===== src/rtl/usb3_ep0in_reader_pkg.sv =====
// Shared constants for the EP0 IN reader: FSM encoding, RAM read latency and
// the byte-enable rule for the final beat of a control-IN data stage.
package usb3_ep0in_pkg;

  localparam logic [1:0] ST_IDLE  = 2'd0;
  localparam logic [1:0] ST_READ  = 2'd1;
  localparam logic [1:0] ST_DRAIN = 2'd2;

  localparam int RD_LATENCY = 2;
  localparam int BE_W       = 4;
  localparam int MAX_BYTES  = 64;

  // A partial last word keeps only the low len[1:0] bytes; a multiple of four is a full word.
  function automatic logic [BE_W-1:0] lastBe(input logic [1:0] lenLo);
    logic [BE_W-1:0] be;
    case (lenLo)
      2'b01:   be = 4'b0001;
      2'b10:   be = 4'b0011;
      2'b11:   be = 4'b0111;
      default: be = 4'b1111;
    endcase
    return be;
  endfunction

endpackage


===== src/rtl/usb3_ep0in_reader_if.sv =====
// Control, RAM-read and output-stream signals of the EP0 IN reader.
// master = reader side, slave = controller / RAM / packet-builder side.
interface usb3_ep0in_reader_if
  import usb3_ep0in_pkg::*;
#(
  parameter int ADDR_W = 4,
  parameter int DATA_W = 32
);

  logic              start;
  logic [6:0]        len_bytes;
  logic              abort;
  logic              busy;
  logic              done;
  logic [ADDR_W-1:0] rd_adr;
  logic [DATA_W-1:0] rd_dat_r;
  logic              out_valid;
  logic              out_ready;
  logic [DATA_W-1:0] out_data;
  logic [BE_W-1:0]   out_be;
  logic              out_last;

  modport master (
    input  start, len_bytes, abort, rd_dat_r, out_ready,
    output busy, done, rd_adr, out_valid, out_data, out_be, out_last
  );

  modport slave (
    output start, len_bytes, abort, rd_dat_r, out_ready,
    input  busy, done, rd_adr, out_valid, out_data, out_be, out_last
  );

endinterface


===== src/rtl/usb3_ep0in_reader_fifo.sv =====
// Synchronous output FIFO of {last, be, data} beats; the occupancy count feeds
// the reader's read-credit calculation.
module usb3_ep0in_fifo
  import usb3_ep0in_pkg::*;
#(
  parameter int WIDTH = 37,
  parameter int DEPTH = 4,
  parameter int PTR_W = (DEPTH > 1) ? $clog2(DEPTH) : 1,
  parameter int CNT_W = $clog2(DEPTH + 1)
) (
  input  logic             clk,
  input  logic             reset,
  input  logic             flush_i,
  input  logic             push_i,
  input  logic [WIDTH-1:0] pushData_i,
  input  logic             pop_i,
  output logic [WIDTH-1:0] popData_o,
  output logic             valid_o,
  output logic [CNT_W-1:0] count_o
);

  logic [WIDTH-1:0] mem_q [DEPTH];
  logic [PTR_W-1:0] wrPtr_q, wrPtr_d;
  logic [PTR_W-1:0] rdPtr_q, rdPtr_d;
  logic [CNT_W-1:0] count_q, count_d;
  logic             doPush, doPop;

  function automatic logic [PTR_W-1:0] nextPtr(input logic [PTR_W-1:0] p);
    return (p == PTR_W'(DEPTH - 1)) ? '0 : p + 1'b1;
  endfunction

  always_comb begin
    doPop   = pop_i && (count_q != '0);
    doPush  = push_i && (count_q != CNT_W'(DEPTH));
    wrPtr_d = wrPtr_q;
    rdPtr_d = rdPtr_q;
    count_d = count_q;
    if (doPush) wrPtr_d = nextPtr(wrPtr_q);
    if (doPop)  rdPtr_d = nextPtr(rdPtr_q);
    case ({doPush, doPop})
      2'b10:   count_d = count_q + 1'b1;
      2'b01:   count_d = count_q - 1'b1;
      default: count_d = count_q;
    endcase
  end

  // Flush only rewinds the pointers; stale entries are never exposed since valid_o follows count.
  always_ff @(posedge clk) begin
    if (reset || flush_i) begin
      wrPtr_q <= '0;
      rdPtr_q <= '0;
      count_q <= '0;
    end else begin
      wrPtr_q <= wrPtr_d;
      rdPtr_q <= rdPtr_d;
      count_q <= count_d;
    end
  end

  always_ff @(posedge clk) begin
    if (doPush) mem_q[wrPtr_q] <= pushData_i;
  end

  assign popData_o = mem_q[rdPtr_q];
  assign valid_o   = (count_q != '0);
  assign count_o   = count_q;

endmodule


===== src/rtl/usb3_ep0in_reader.sv =====
// EP0 IN data-stage reader: issues RAM reads ahead, re-times them into a valid/ready stream.
// Optional feature: define USB3_EP0IN_READER_ZLP_EN to emit a zero-length beat for len_bytes=0.
module usb3_ep0in_reader
  import usb3_ep0in_pkg::*;
#(
  parameter int ADDR_W     = 4,
  parameter int DATA_W     = 32,
  parameter int FIFO_DEPTH = 4
) (
  input  logic                clk,
  input  logic                reset,
  usb3_ep0in_reader_if.master rdr
);

  localparam int ENTRY_W = DATA_W + BE_W + 1;
  localparam int CNT_W   = $clog2(FIFO_DEPTH + 1);

  logic [1:0]        state_q, state_d;
  logic [ADDR_W-1:0] adr_q, adr_d;
  logic [ADDR_W-1:0] lastWord_q, lastWord_d;
  logic [1:0]        lenLo_q, lenLo_d;
  logic              done_q, done_d;

  logic [RD_LATENCY-1:0]           pVld_q, pLast_q, pZero_q;
  logic [RD_LATENCY-1:0][BE_W-1:0] pBe_q;

  logic [6:0]         lenClamp;
  logic [4:0]         words;
  logic [7:0]         inFlight;
  logic               credit;
  logic               issue, issueLast, inject;
  logic [BE_W-1:0]    newBe;
  logic               pipeEmpty, lastHandshake;
  logic [CNT_W-1:0]   fifoCount;
  logic               fifoValid, fifoPop;
  logic [ENTRY_W-1:0] fifoIn, fifoOut;
  logic               fLast;
  logic [BE_W-1:0]    fBe;
  logic [DATA_W-1:0]  fData;

  // A read may issue only if it is guaranteed a FIFO slot when its data returns.
  always_comb begin
    inFlight = '0;
    for (int i = 0; i < RD_LATENCY; i++) begin
      inFlight = inFlight + 8'(pVld_q[i]);
    end
    credit   = (inFlight + 8'(fifoCount)) < 8'(FIFO_DEPTH);
    lenClamp = (rdr.len_bytes > 7'(MAX_BYTES)) ? 7'(MAX_BYTES) : rdr.len_bytes;
    words    = 5'((lenClamp + 7'd3) >> 2);
  end

  assign pipeEmpty     = (pVld_q == '0);
  assign fifoPop       = fifoValid && rdr.out_ready;
  assign lastHandshake = fifoPop && fLast;

  always_comb begin
    state_d    = state_q;
    adr_d      = adr_q;
    lastWord_d = lastWord_q;
    lenLo_d    = lenLo_q;
    done_d     = 1'b0;
    issue      = 1'b0;
    issueLast  = 1'b0;
    inject     = 1'b0;
    if (rdr.abort) begin
      state_d = ST_IDLE;
    end else begin
      case (state_q)
        ST_IDLE: begin
          if (rdr.start) begin
            adr_d      = '0;
            lenLo_d    = lenClamp[1:0];
            lastWord_d = ADDR_W'(words - 5'd1);
            if (words == 5'd0) begin
`ifdef USB3_EP0IN_READER_ZLP_EN
              inject  = 1'b1;
              state_d = ST_DRAIN;
`else
              done_d  = 1'b1;
              state_d = ST_DRAIN;
`endif
            end else begin
              state_d = ST_READ;
            end
          end
        end
        ST_READ: begin
          if (credit) begin
            issue = 1'b1;
            // The counter parks on the final address so it never passes word 15.
            if (adr_q == lastWord_q) begin
              issueLast = 1'b1;
              state_d   = ST_DRAIN;
            end else begin
              adr_d = adr_q + 1'b1;
            end
          end
        end
        ST_DRAIN: begin
          if (lastHandshake) begin
            done_d  = 1'b1;
            state_d = ST_IDLE;
          end else if (pipeEmpty && !fifoValid) begin
            state_d = ST_IDLE;
          end
        end
        default: state_d = ST_IDLE;
      endcase
    end
  end

  always_ff @(posedge clk) begin
    if (reset) begin
      state_q    <= ST_IDLE;
      adr_q      <= '0;
      lastWord_q <= '0;
      lenLo_q    <= '0;
      done_q     <= 1'b0;
    end else begin
      state_q    <= state_d;
      adr_q      <= adr_d;
      lastWord_q <= lastWord_d;
      lenLo_q    <= lenLo_d;
      done_q     <= done_d;
    end
  end

  assign newBe = inject ? '0 : (issueLast ? lastBe(lenLo_q) : '1);

  // Tags travel alongside each read so they meet their data when the RAM answers.
  always_ff @(posedge clk) begin
    if (reset || rdr.abort) begin
      pVld_q  <= '0;
      pLast_q <= '0;
      pZero_q <= '0;
      pBe_q   <= '0;
    end else begin
      pVld_q  <= {pVld_q[RD_LATENCY-2:0], issue | inject};
      pLast_q <= {pLast_q[RD_LATENCY-2:0], issueLast | inject};
      pZero_q <= {pZero_q[RD_LATENCY-2:0], inject};
      pBe_q   <= {pBe_q[RD_LATENCY-2:0], newBe};
    end
  end

  assign fifoIn = {pLast_q[RD_LATENCY-1], pBe_q[RD_LATENCY-1],
                   pZero_q[RD_LATENCY-1] ? {DATA_W{1'b0}} : rdr.rd_dat_r};

  usb3_ep0in_fifo #(
    .WIDTH (ENTRY_W),
    .DEPTH (FIFO_DEPTH)
  ) u_fifo (
    .clk        (clk),
    .reset      (reset),
    .flush_i    (rdr.abort),
    .push_i     (pVld_q[RD_LATENCY-1]),
    .pushData_i (fifoIn),
    .pop_i      (fifoPop),
    .popData_o  (fifoOut),
    .valid_o    (fifoValid),
    .count_o    (fifoCount)
  );

  assign {fLast, fBe, fData} = fifoOut;

  assign rdr.busy      = (state_q != ST_IDLE);
  assign rdr.done      = done_q;
  assign rdr.rd_adr    = adr_q;
  assign rdr.out_valid = fifoValid;
  assign rdr.out_data  = fifoValid ? fData : '0;
  assign rdr.out_be    = fifoValid ? fBe : '0;
  assign rdr.out_last  = fifoValid && fLast;

endmodule


===== src/flat_wrapper.sv =====
// flat-port wrapper written by rule: the top's interface ports become plain ports
module usb3_ep0in_reader_flat import usb3_ep0in_pkg::*;
#(
  parameter int ADDR_W     = 4,
  parameter int DATA_W     = 32,
  parameter int FIFO_DEPTH = 4
)
  (clk, reset, rdr_start, rdr_len_bytes, rdr_abort, rdr_rd_dat_r, rdr_out_ready, rdr_busy, rdr_done, rdr_rd_adr, rdr_out_valid, rdr_out_data, rdr_out_be, rdr_out_last);
  usb3_ep0in_reader_if #(.ADDR_W(ADDR_W), .DATA_W(DATA_W)) rdr_i ();
  input  logic clk;
  input  logic reset;
  input wire logic [$bits(rdr_i.start)-1:0] rdr_start;
  input wire logic [$bits(rdr_i.len_bytes)-1:0] rdr_len_bytes;
  input wire logic [$bits(rdr_i.abort)-1:0] rdr_abort;
  input wire logic [$bits(rdr_i.rd_dat_r)-1:0] rdr_rd_dat_r;
  input wire logic [$bits(rdr_i.out_ready)-1:0] rdr_out_ready;
  output wire logic [$bits(rdr_i.busy)-1:0] rdr_busy;
  output wire logic [$bits(rdr_i.done)-1:0] rdr_done;
  output wire logic [$bits(rdr_i.rd_adr)-1:0] rdr_rd_adr;
  output wire logic [$bits(rdr_i.out_valid)-1:0] rdr_out_valid;
  output wire logic [$bits(rdr_i.out_data)-1:0] rdr_out_data;
  output wire logic [$bits(rdr_i.out_be)-1:0] rdr_out_be;
  output wire logic [$bits(rdr_i.out_last)-1:0] rdr_out_last;
  assign rdr_i.start = rdr_start;
  assign rdr_i.len_bytes = rdr_len_bytes;
  assign rdr_i.abort = rdr_abort;
  assign rdr_i.rd_dat_r = rdr_rd_dat_r;
  assign rdr_i.out_ready = rdr_out_ready;
  assign rdr_busy = rdr_i.busy;
  assign rdr_done = rdr_i.done;
  assign rdr_rd_adr = rdr_i.rd_adr;
  assign rdr_out_valid = rdr_i.out_valid;
  assign rdr_out_data = rdr_i.out_data;
  assign rdr_out_be = rdr_i.out_be;
  assign rdr_out_last = rdr_i.out_last;
  usb3_ep0in_reader #(.ADDR_W(ADDR_W), .DATA_W(DATA_W), .FIFO_DEPTH(FIFO_DEPTH)) u_core (.clk(clk), .reset(reset), .rdr(rdr_i));
endmodule

===== config.mk =====
export PLATFORM = sky130hd
export DESIGN_NAME = usb3_ep0in_reader_flat
export DESIGN_NICKNAME = d
export VERILOG_FILES = /design/src/rtl/usb3_ep0in_reader_pkg.sv /design/src/rtl/usb3_ep0in_reader_if.sv /design/src/rtl/usb3_ep0in_reader_fifo.sv /design/src/rtl/usb3_ep0in_reader.sv /design/src/flat_wrapper.sv
export SDC_FILE = /design/constraint.sdc
export NUM_CORES = 1
export LEC_CHECK = 0
export CAP_MARGIN = 30
export CELL_PAD_IN_SITES_DETAIL_PLACEMENT = 0
export CELL_PAD_IN_SITES_GLOBAL_PLACEMENT = 1
export CORE_UTILIZATION = 49
export CTS_BUF_LIST = sky130_fd_sc_hd__clkbuf_4
export DETAILED_ROUTE_END_ITERATION = 10
export PLACE_DENSITY = 0.86
export SYNTH_ARGS = -nofsm -noshare
export SYNTH_HDL_FRONTEND = slang
export SYNTH_HIERARCHICAL = 1
export SYNTH_SLANG_ARGS = --single-unit

===== constraint.sdc =====
create_clock -name clk -period 2.72 [get_ports clk]
set_input_delay 0.544 -clock clk [delete_from_list [all_inputs] [get_ports clk]]
set_output_delay 0.544 -clock clk [all_outputs]
set_load 0.01 [all_outputs]

### Yosys cells after proc, flatten, opt, wreduce, memory -nomap -nowiden

Memories as Yosys holds them, arrays and structs flattened. A register that Yosys moved wholly into a read port is not among the register bits.
Cells that the tools add are included.

| storage, ports and cells | value |
|---|---|
| memories kept | 1 |
| register bits | 34 |
| logic and storage cells | 98 |
| output and inout port bits | 44 |
| bits in writable memories | 148 |
| input port bits | 44 |

| cells by class | value |
|---|---|
| reductions and logical operators | 20 |
| magnitude comparators | 2 |
| bitwise operators | 2 |
| muxes and demuxes | 33 |
| eq/ne operators | 16 |
| add/sub/neg operators | 9 |

Memories:

| memory | words | width | rd ports | clocked after Yosys merged registers in | write ports | line | RTL |
|---|---|---|---|---|---|---|---|
| u_core.u_fifo.mem_q | 4 | 37 | 1 | 1 | 1 | usb3_ep0in_reader_fifo.sv:22 | `logic [WIDTH-1:0] mem_q [DEPTH];` |

Operator list:

| operator | number |
|---|---|
| 32-bit 2-to-1 mux | 2 |
| 2-bit 2-to-1 mux | 10 |
| 4-bit 2-to-1 mux | 5 |
| 2-bit == test, second input constant | 6 |
| 4-bit one-hot mux with 3 select lines | 1 |
| 1-bit 2-to-1 mux | 10 |
| 8-bit by 3-bit adder with 8-bit output | 1 |
| 8-bit by 3-bit less-than comparator with 1-bit output, second input constant | 1 |
| 4-bit one-hot mux with 2 select lines | 1 |
| 7-bit by 2-bit adder with 7-bit output, second input constant | 1 |
| 7-bit > comparator, second input constant | 1 |
| 7-bit 2-to-1 mux | 1 |
| 2-bit by 1-bit == test with 1-bit output, second input constant | 3 |
| 1-bit logical AND | 6 |
| 2-bit one-hot mux with 3 select lines | 1 |
| 3-bit one-hot mux with 2 select lines | 1 |
| 2-bit nonzero test | 3 |
| 5-bit zero test | 1 |
| 5-bit AND reduction | 1 |
| 2-bit by 1-bit adder with 2-bit output, second input constant | 2 |
| 4-bit by 1-bit adder with 4-bit output, second input constant | 1 |
| 4-bit == test | 1 |
| 2-bit zero test | 2 |
| 2-bit by 1-bit inequality test with 1-bit output, second input constant | 2 |
| other kinds (16) | 18 |

### Logic depth before layout (Yosys ltp)

Gate-level depths: netlist (run 1).

| depth | value |
|---|---|
| depth in word-level cells | 7 |
| depth in mapped cells | 11 |
| gate-level depth less buffers | 10 |

### Modules after synthesis

Netlist (run 1), hierarchy kept.

Modules (own cells, without submodules):

| module | cells an instance | seq. area each (sq um) | times used | area each (sq um) |
|---|---|---|---|---|
| usb3_ep0in_fifo | 247 | 4624.4 | 1 | 5881.9 |
| usb3_ep0in_reader | 166 | 500.5 | 1 | 1422.6 |

### Worst setup path after synthesis (run 1)

No wires, ideal clock.

| timing | value |
|---|---|
| path kind | register to register |
| from | register u_core.u_fifo.count_q[1], in the netlist u_core/u_fifo/count_o[1] |
| to | register u_core.u_fifo.count_q[2], in the netlist u_core/u_fifo/count_o[2] |
| data required time | 2650 ps |
| path buffers | 1 |
| arrival time | 2319 ps |
| library setup time | 70 ps |
| cell stages (with the launch flop) | 12 |
| period minus slack after synthesis | 2389 ps |
| slack | 331 ps |
| path through | dfxtp_1 or3_1 clkbuf_1 and2_1 o31ai_2 inv_1 ha_1 inv_1 fa_1 xor2_1 or3_1 a21oi_1 |

| on the way | value |
|---|---|
| word-level cells in the longest chain between the ends | 5 |
| elaborated cells between the ends (all ways) | 11 |
| classes of those cells | 2 x add/sub; 3 x eq/ne; 1 x mux; 5 x reduce/logical |

RTL lines:

| item | line | RTL |
|---|---|---|
| start: declaration | usb3_ep0in_reader_fifo.sv:25 | `logic [CNT_W-1:0] count_q, count_d;` |
| start signal: assignment | usb3_ep0in_reader_fifo.sv:56 | `count_q <= count_d;` |
| 3-bit nonzero test (*) | usb3_ep0in_reader_fifo.sv:65 | `assign valid_o = (count_q != '0);` |
| named net rdr_out_valid | flat_wrapper.sv:20 | `output wire logic [$bits(rdr_i.out_valid)-1:0] rdr_out_valid;` |
| 1-bit logical AND (*) | usb3_ep0in_reader.sv:53 | `assign fifoPop = fifoValid && rdr.out_ready;` |
| named net u_core.fifoPop | usb3_ep0in_reader.sv:35 | `logic fifoValid, fifoPop;` |
| 1-bit logical AND (*) | usb3_ep0in_reader_fifo.sv:33 | `doPop = pop_i && (count_q != '0);` |
| named net u_core.u_fifo.doPop | usb3_ep0in_reader_fifo.sv:26 | `logic doPush, doPop;` |
| 2-bit by 1-bit == test with 1-bit output or 2-bit == test (tied branches) | usb3_ep0in_reader_fifo.sv:40 | `case ({doPush, doPop})` |
| 3-bit one-hot mux with 2 select lines or 2-bit nonzero test (tied branches) | -- |  |

The timed path passes the listed nets; every way through them passes the cells marked *.
A chain may end at the register's enable or synchronous reset.

==> impl_metrics.json, run 1 <==
{
  "hold_viol_final": 0,
  "boundaryPins": 88,
  "initial_utilization_pct": 50.3,
  "clk_path_buf_depth": 2,
  "cp_max_fo": 4,
  "firstDrtPassIters": 4,
  "ys_ff_latch": 182,
  "grt-ovfl-total": 0,
  "async_reset_ff_share_pct": 0,
  "cp-start-kind": "flip-flop",
  "synth_area_leader_cell": "edfxtp_1",
  "path_cells": "buf_4 > buf_12 > buf_4 > mux4_2 > and2_1 > buf_2",
  "drc": 0,
  "grt_max_degree": 39,
  "hold_start": "u_core/pBe_q[0]$_SDFF_PP0_",
  "antenna_found_initial": 0,
  "slew_headroom_pct": 34.4,
  "die_w_um": 124,
  "portBuffers": 87,
  "finalCriticalPeriod_ns": 2.63,
  "areaGrowthSynthToFinish_pct": 21.2,
  "cp_slowest_stage_delay_ns": 0.49,
  "clk_latency_ns": 0.54,
  "wl_per_cell_um": 18.5,
  "finClkSkew_ns": 0.0172,
  "drv_slew": 0,
  "num_rows": 44,
  "gp_congestion": 0.748,
  "ys_warn_count": 6,
  "powerDensity_nw_per_um2": 516,
  "period_share_pct": 96.8,
  "finalSetupViolations": 0,
  "syn_avg_cell_area_um2": 17.7,
  "h-tree-depth": 4,
  "clock-sinks": 182,
  "arrival_ns": 2.09,
  "root_buffer": "clkbuf_4",
  "drt-initial-drc-count": 232,
  "synth_edf_count": 148,
  "fin_util_pct": 60.9,
  "grt_first_pass_wirelength_um": 20900,
  "vias_per_cell": 5.47,
  "die-area_um2": 15400,
  "synth_cell_types": 51,
  "drive_above_1_share_pct": 29.6,
  "hold_class": "flip-flop to flip-flop",
  "synth_most_common_cell": "edfxtp_1",
  "critPathRequiredTime_ns": 2.18,
  "min_to": "u_core/fifoIn[32]$_SDFF_PP0_",
  "seq_area_frac_synth_pct": 70.2,
  "fillers": 1078,
  "r2r-end": "u_core/u_fifo/count_o[2]$_SDFFE_PP0P_",
  "postSynthCellCount": 413,
  "worstRegToRegCells": 8,
  "peakVddDrop_v": 0.000218,
  "path_class": "flip-flop to output pin",
  "syn-cell-area_um2": 7300,
  "drt_wl_total_um": 13400,
  "ys_top_cells_by_count": "edfxtp_1 (148), and2_1 (44), dfxtp_1 (34), mux4_2 (30), inv_1 (14)",
  "synthFlopType": "edfxtp_1",
  "endpoint_kind": "output pin",
  "cpMostUsedCell": "buf_4",
  "clkSlewWorstSetupHoldPaths_ns": 0.14,
  "coreArea_um2": 14500,
  "grt_use_total_pct": 18.9,
  "power_leakage_nw": 3.06,
  "synth_top_area_share_pct": 60.8,
  "r2r_start": "u_core/u_fifo/count_o[2]$_SDFFE_PP0P_",
  "hold_buffers": 0,
  "fin_nets": 583,
  "dp.cells": 677,
  "hold_depth": 1,
  "r2r_setup_slack_ns": 0.41,
  "cts_buffers": 17,
  "cp_slowest_cell": "mux4_2",
  "dieHeight_um": 124,
  "grt_pass1_vias": 4135,
  "detail-route-antenna-nets": 0,
  "num_antenna_cells": 0,
  "dp_hpwl_um": 8320,
  "maxCapViolations": 0,
  "synth_nets": 469,
  "status": "finished, final reports clean",
  "rsz0062_at_grt": "yes",
  "final_cells": 724,
  "vias": 3962,
  "cts_tree": "built",
  "worst_slew_pin_slew_ns": 0.984,
  "fmax_ghz": 0.380,
  "synth_area_leaders": "edfxtp_1 (61%), dfxtp_1 (9.3%), mux4_2 (9.2%)"
}
kinds of logic after synthesis:
kind of cell	share of synthesized area [%]
DFF	70.2
muxes	12.5
buffers and inverters	2.83
adders and majority gates	2.16
AOI/OAI and AO/OA	2.67
xor gates and xnor gates	1.08
and+or+nand+nor	8.65
worst max-delay path, delay by kind of cell, from the launching register on:
kind                   cells  cell delay (ns)
flip-flops                 1             0.41
AND/OR/NAND/NOR            1             0.18
multiplexers               1             0.49
buffers and inverters      4             0.48
how the worst max path moves through the flow:
stage	startpoint	endpoint	slack [ns]	cells after the start
final	flip-flop	rdr_out_data[31]	0.09	6
after global routing	flip-flop	rdr_out_be[3]	-0.05	6
after CTS	flip-flop	rdr_out_data[30]	-0.01	7
after detailed placement	rdr_out_ready	u_core/u_fifo/count_o[2]$_SDFFE_PP0P_	0.09	10
after global placement	rdr_out_ready	u_core/u_fifo/count_o[2]$_SDFFE_PP0P_	0.13	10
after floorplan	u_core/u_fifo/count_o[1]$_SDFFE_PP0P_	u_core/u_fifo/count_o[2]$_SDFFE_PP0P_	0.33	11
metrics by stage:
stage	hold slack (ns)	setup WS [ns]	setup TNS, ns	cell area (µm²)	power (mW)
5_1_grt	0.460	-0.0465	-0.381	8850	4.74
4_1_cts	0.448	-0.0149	-0.0152	8860	4.62
3_3_place_gp	0.410	0.131	0	8380	3.27
3_5_place_dp	0.420	0.0909	0	8400	3.27
2_1_floorplan	0.406	0.331	0	7300	3.16
6_report	0.444	0.0867	0	8850	4.57
placed cells by master (no fill, tap or decap), types with 4 or more instances in the layout:
cell / n
edfxtp_1: 148
clkdlybuf4s50_1: 50
mux4_2: 35
dfxtp_1: 29
and2_1: 26
clkbuf_4: 18
and2_4: 18
buf_6: 16
buf_2: 14
inv_1: 14
nor2_1: 13
a21oi_1: 12
ha_1: 11
buf_12: 10
buf_4: 9
clkbuf_2: 8
xor2_1: 8
clkinvlp_4: 7
nand2_1: 7
or3_1: 5
or4_1: 5
mux2i_1: 5
nand3_1: 4
o21ai_0: 4
and3_2: 4
metal layers:
layer	track usage, %	part of all wire, %	vias to the layer above
li1	-	-	1837
met4	6.32	1.5	0
met2	33.9	53	108
met5	0	0	-
met3	4.72	4.6	17
met1	21.9	41	2000
power by group:
part | switching, mW | total [mW] | internal (mW) | leakage [nW]
registers | 0.0123 | 3.03 | 3.01 | 1.62
clock network | 0.890 | 1.36 | 0.467 | 0.122
logic | 0.0856 | 0.184 | 0.0980 | 1.32
sequential cells by signal, summed over array words and instances, names as in the netlist, named ones only:
| signal | count |
|---|---|
| u_core/fifoIn | 4 |
| u_core/lastWord_q | 4 |
| u_core/lenLo_q | 2 |
| u_core/pBe_q | 4 |
| u_core/pLast_q | 2 |
| u_core/pVld_q | 2 |
| u_core/rdr.done | 1 |
| u_core/rdr.rd_adr | 4 |
| u_core/state_q | 2 |
| u_core/u_fifo/count_o | 3 |
| u_core/u_fifo/mem_q | 148 |
| u_core/u_fifo/rdPtr_q | 2 |
| u_core/u_fifo/wrPtr_q | 2 |
layout make-up:
class,count,area (µm²),area share (%)
inverters,16,60.1,0.678
repair buffers,113,1150,13.0
well taps,184,230,2.60
multi-input cells,197,2010,22.7
flip-flops and latches,182,5140,58.0
clock inverters,14,129,1.46
clock buffers,18,135,1.53
repair_timing:
action | 4_1_cts | 5_1_grt
setup endpoints to repair | 38 | 35
gates resized for setup | 149 | 38
pin swaps | 2 | 2
buffers inserted | 12 | 0
gates cloned | 4 | 0
Power figures use the tool's default switching activity.
==> inputs of run 2 (changes only) <==
--- a/config.mk
+++ b/config.mk
@@ -8,6 +8,7 @@
 export CAP_MARGIN = 30
 export CELL_PAD_IN_SITES_DETAIL_PLACEMENT = 0
 export CELL_PAD_IN_SITES_GLOBAL_PLACEMENT = 1
+export CORE_ASPECT_RATIO = 1.2
 export CORE_UTILIZATION = 49
 export CTS_BUF_LIST = sky130_fd_sc_hd__clkbuf_4
 export DETAILED_ROUTE_END_ITERATION = 10
==> run 2 against run 1 <==
Against the previous run: clock skew up 0.0048 ns; worst hold slack gained 0.0040 ns; design area shrank 1.2%; critical endpoint is now rdr_out_last; largest power group unchanged; power rose by 3.0%.
==> impl_metrics.json, run 2 (synthesized netlist as in run 1, its figures left out) <==
{
  "powerDensity_nw_per_um2": 538,
  "arrival_ns": 2.07,
  "die-area_um2": 15400,
  "dieHeight_um": 136,
  "vias_per_cell": 5.35,
  "finalCriticalPeriod_ns": 2.61,
  "coreArea_um2": 14500,
  "slew_headroom_pct": 32.5,
  "worst_slew_pin_slew_ns": 1.01,
  "min_to": "u_core/fifoIn[32]$_SDFF_PP0_",
  "finClkSkew_ns": 0.0220,
  "power_leakage_nw": 2.98,
  "hold_start": "u_core/pBe_q[0]$_SDFF_PP0_",
  "drv_slew": 0,
  "fmax_ghz": 0.383,
  "grt_first_pass_wirelength_um": 20200,
  "final_cells": 732,
  "worstRegToRegCells": 8,
  "num_rows": 48,
  "grt_use_met3_pct": 4.25,
  "boundaryPins": 88,
  "drt-initial-drc-count": 224,
  "dpl-instance-area_um2": 8440,
  "dp_slack_ns": 0.0823,
  "detail-route-antenna-nets": 0,
  "fin_nets": 574,
  "path_class": "flip-flop to output pin",
  "finalSetupViolations": 0,
  "clk_path_buf_depth": 2,
  "clk_latency_ns": 0.53,
  "vias": 3913,
  "rsz0062_at_grt": "yes",
  "hold_class": "flip-flop to flip-flop",
  "areaGrowthSynthToFinish_pct": 19.7,
  "clkSlewWorstSetupHoldPaths_ns": 0.14,
  "met1_usage_pct": 21.6,
  "gp_congestion": 0.723,
  "grt_busiest_layer": "met2",
  "largest_reg_flops": 148,
  "status": "finished, final reports clean",
  "grt-ovfl-total": 0,
  "dp_hpwl_um": 7950,
  "cts_tree": "built",
  "h-tree-depth": 4,
  "drt_wl_total_um": 12800,
  "period_share_pct": 95.9,
  "drc": 0,
  "p_total_mw": 4.70,
  "layout_commonest_cell": "edfxtp_1",
  "die_w_um": 113,
  "hold_viol_final": 0,
  "fillers": 1076,
  "cts_buffers": 17,
  "root_buffer": "clkbuf_4",
  "portBuffers": 87,
  "r2r_setup_slack_ns": 0.30,
  "maxCapViolations": 0,
  "antenna_found_initial": 1,
  "grt_use_met2_pct": 30.7,
  "critPathRequiredTime_ns": 2.18,
  "firstDrtPassIters": 4,
  "initial_utilization_pct": 50.5,
  "dp.cells": 693,
  "clock-sinks": 182,
  "r2r-end": "u_core/u_fifo/count_o[2]$_SDFFE_PP0P_",
  "endpoint_kind": "output pin",
  "largest-register": "u_core/u_fifo/mem_q",
  "peakVddDrop_v": 0.000253,
  "final_area_um2": 8740,
  "drive_above_1_share_pct": 23.0,
  "grt_use_total_pct": 17.7,
  "final_cell_mix": "edfxtp_1 (148), clkdlybuf4s50_1 (50), and2_1 (41), mux4_2 (37), dfxtp_1 (32)",
  "wl_per_cell_um": 17.5,
  "grt_max_degree": 38,
  "r2r_start": "u_core/u_fifo/count_o[2]$_SDFFE_PP0P_",
  "cp_max_fo": 5,
  "hold_depth": 1,
  "setup_slack_ns": 0.110,
  "fin_util_pct": 60.4,
  "grt_pass1_vias": 4062,
  "cp-start-kind": "flip-flop"
}
==> run 2: cell count changes in the layout (fill, tap and decap cells not counted), moves of 3 or more <==
cell	previous run	this run
and2_1	26	41
and2_4	18	3
buf_2	14	11
buf_4	9	5
buf_6	16	3
clkdlybuf4s15_1	3	16
clkinvlp_4	7	4
dfxtp_1	29	32
inv_6	1	4
==> run 2: through the flow <==
stage | hold slack, ns | TNS [ns]
after global placement | 0.409 | 0
after floorplan | 0.406 | 0
after CTS | 0.452 | -0.0360
after global routing | 0.471 | -0.00670
after detailed placement | 0.418 | 0
final | 0.448 | 0
==> run 2: final cells by class <==
| class | instances | area [µm²] | share of cell area [%] |
|---|---|---|---|
| Sequential cell | 182 | 5130 | 58.7 |
| Multi-Input combinational cell | 197 | 1960 | 22.5 |
| Timing Repair Buffer | 104 | 1040 | 11.9 |
| Tap cell | 200 | 250 | 2.86 |
| Clock inverter | 15 | 169 | 1.93 |
| Clock buffer | 17 | 128 | 1.46 |
| Inverter | 16 | 60.1 | 0.687 |
| Antenna cell | 1 | 2.50 | 0.0286 |
==> run 2: worst max-delay path by stage <==
stage | from | depth (start not counted) | endpoint
global route | flip-flop | 4 | rdr_out_data[10]
finish | flip-flop | 5 | rdr_out_last
floorplan | u_core/u_fifo/count_o[1]$_SDFFE_PP0P_ | 11 | u_core/u_fifo/count_o[2]$_SDFFE_PP0P_
CTS | flip-flop | 5 | rdr_out_be[0]
global placement | rdr_out_ready | 10 | u_core/u_fifo/count_o[2]$_SDFFE_PP0P_
detailed placement | rdr_out_ready | 10 | u_core/u_fifo/count_o[2]$_SDFFE_PP0P_
==> run 2: where the power goes <==
part	internal [mW]	switching, mW
Sequential	3.01	0.0125
Combinational	0.0980	0.0838
Clock	0.569	0.924
==> run 2: what timing repair did <==
| action | 4_1_cts | 5_1_grt |
|---|---|---|
| endpoints found under the setup margin | 37 | 24 |
| resized for setup | 95 | 29 |
| gates cloned | 1 | 1 |
| hold buffers | 0 | 0 |
| buffers inserted | 5 | 0 |
| pin swaps | 2 | 0 |
| endpoints found under the hold margin | 0 | 0 |
==> run 2: per-layer routing <==
layer | routed length, µm | up-vias
li1 | - | 1811
met1 | 5500 | 1980
met2 | 6570 | 104
met5 | 0 | -
met3 | 539 | 18
met4 | 221 | 0
==> run 2: worst max-delay path, cell delays in order (launching register included) <==
cell	delay, ns
dfxtp_4	0.41
buf_6	0.13
clkbuf_16	0.15
mux4_2	0.56
and2_1	0.17
buf_2	0.13
==> inputs of run 3 (changes only) <==
--- a/config.mk
+++ b/config.mk
@@ -9,6 +9,7 @@
 export CELL_PAD_IN_SITES_DETAIL_PLACEMENT = 0
 export CELL_PAD_IN_SITES_GLOBAL_PLACEMENT = 1
 export CORE_ASPECT_RATIO = 1.2
+export CORE_MARGIN = 1.5
 export CORE_UTILIZATION = 49
 export CTS_BUF_LIST = sky130_fd_sc_hd__clkbuf_4
 export DETAILED_ROUTE_END_ITERATION = 10
==> run 3 against run 2 <==
Against the previous run: via count up 0.87%; global-route usage down 0.059 points; clock skew down 0.0071 ns; clock power about the same; flip-flop and latch count unchanged; count of clock-buffer cells in the layout up 1; largest power group unchanged.
==> impl_metrics.json, run 3 (synthesized netlist as in run 1, its figures left out) <==
{
  "critPathRequiredTime_ns": 2.18,
  "boundaryPins": 88,
  "status": "finished, final reports clean",
  "num_antenna_cells": 0,
  "cp_slowest_cell": "mux4_2",
  "cp_slowest_stage_delay_ns": 0.49,
  "num_rows": 48,
  "grt-ovfl-total": 0,
  "die-area_um2": 15700,
  "drv_slew": 0,
  "cts_buffers": 17,
  "grt_use_total_pct": 17.6,
  "hold_class": "flip-flop to flip-flop",
  "initial_utilization_pct": 50.5,
  "drc": 0,
  "finalCriticalPeriod_ns": 2.68,
  "grt_pass1_vias": 4076,
  "drt-initial-drc-count": 302,
  "hold_start": "u_core/pLast_q[0]$_SDFF_PP0_",
  "slew_headroom_pct": 35.8,
  "cts_tree": "built",
  "clock-sinks": 182,
  "critPathTopFamily": "multiplexers",
  "gp_congestion": 0.726,
  "detail-route-antenna-nets": 0,
  "rsz0062_at_grt": "yes",
  "root_buffer": "clkbuf_4",
  "vias_per_cell": 5.33,
  "h-tree-depth": 4,
  "areaGrowthSynthToFinish_pct": 21.5,
  "final_cells": 741,
  "maxCapViolations": 0,
  "vias": 3947,
  "hold_buffers": 0,
  "r2r_start": "u_core/u_fifo/count_o[2]$_SDFFE_PP0P_",
  "finClkSkew_ns": 0.0149,
  "finalSetupViolations": 0,
  "cp-start-kind": "flip-flop",
  "cp_max_fo": 7,
  "setup_slack_ns": 0.0392,
  "path_cells": "buf_12 > buf_8 > buf_6 > mux4_2 > and2_4 > buf_6",
  "peakVddDrop_v": 0.000264,
  "clk_latency_ns": 0.53,
  "largest-register": "u_core/u_fifo/mem_q",
  "clk_path_buf_depth": 2,
  "antenna_found_initial": 0,
  "p_total_mw": 4.70,
  "grt_max_degree": 38,
  "clkSlewWorstSetupHoldPaths_ns": 0.13,
  "wl_per_cell_um": 17.7,
  "final_cell_mix": "edfxtp_1 (148), clkdlybuf4s50_1 (50), mux4_2 (34), and2_1 (32), dfxtp_1 (30)",
  "r2r_setup_slack_ns": 0.40,
  "largest_reg_flops": 148,
  "firstDrtPassIters": 4,
  "dp_hpwl_um": 8260,
  "dieHeight_um": 137,
  "coreArea_um2": 14500,
  "path_class": "flip-flop to output pin",
  "fmax_ghz": 0.373,
  "fin_nets": 585,
  "setup-tns-final_ns": 0,
  "power_leakage_nw": 3.07,
  "hold_viol_final": 0,
  "worstRegToRegCells": 8,
  "powerDensity_nw_per_um2": 529,
  "portBuffers": 87,
  "drive_above_1_share_pct": 26.8,
  "dp_slack_ns": 0.0783,
  "drt_wl_total_um": 13100,
  "hold_depth": 1,
  "min_to": "u_core/pLast_q[1]$_SDFF_PP0_",
  "worst_slew_pin_slew_ns": 0.963,
  "dp.cells": 694,
  "arrival_ns": 2.14,
  "r2r-end": "u_core/u_fifo/count_o[2]$_SDFFE_PP0P_",
  "period_share_pct": 98.6,
  "endpoint_kind": "output pin",
  "die_w_um": 114,
  "grt_first_pass_wirelength_um": 20600,
  "path_buf_inv": 4,
  "cpMostUsedCell": "buf_6",
  "layout_commonest_cell": "edfxtp_1",
  "whs_ns": 0.435
}
## run 3: per-layer routing
layer  wire length [µm]  track usage [%]
met1               5390             20.8
met3                675             4.61
met4                229             7.29
met5                  0                0
met2               6840             30.7
## run 3: worst max-delay path by stage
stage | endpoint | start | cells after the start | slack [ns]
after global routing | rdr_out_data[2] | flip-flop | 6 | -0.08
after floorplan | u_core/u_fifo/count_o[2]$_SDFFE_PP0P_ | u_core/u_fifo/count_o[1]$_SDFFE_PP0P_ | 11 | 0.33
after detailed placement | u_core/u_fifo/count_o[2]$_SDFFE_PP0P_ | rdr_out_ready | 10 | 0.08
after global placement | u_core/u_fifo/count_o[2]$_SDFFE_PP0P_ | rdr_out_ready | 10 | 0.15
after CTS | rdr_out_data[0] | flip-flop | 5 | -0.05
final | rdr_out_data[2] | flip-flop | 6 | 0.04
## run 3: worst reg2reg max path, stage by stage, from the launching register on
cell     delay [ns]
dfxtp_1        0.48
or3b_1         0.47
nand2_1        0.12
ha_1           0.18
inv_1          0.06
fa_1           0.37
xor2_1         0.16
or3_1          0.31
a21oi_1        0.13
## run 3: repair_timing
action / in CTS / in global routing
setup endpoints to repair: 37 / 31
gates resized for setup: 135 / 33
cloned: 0 / 0
pin swaps: 5 / 3
buffers inserted: 15 / 1
## run 3: through the flow
step	cell area, µm²	util [%]
after global routing	8880	61.3
after detailed placement	8450	58.4
after floorplan	7300	-
final	8880	61.3
after global placement	8390	58.0
after CTS	8820	61.0
## run 3: cell type report
cell class                 count  area (µm²)
clock buffer                  18         135
clock inverter                13         156
fill                        1075        5600
inverter                      16        60.1
multi-input combinational    197        2000
sequential                   182        5130
tap                          200         250
timing repair buffer         115        1140
## run 3: power by group
| part | total, mW | internal [mW] | switching (mW) |
|---|---|---|---|
| clock network | 1.49 | 0.640 | 0.849 |
| logic | 0.183 | 0.0982 | 0.0850 |
| registers | 3.03 | 3.01 | 0.0118 |
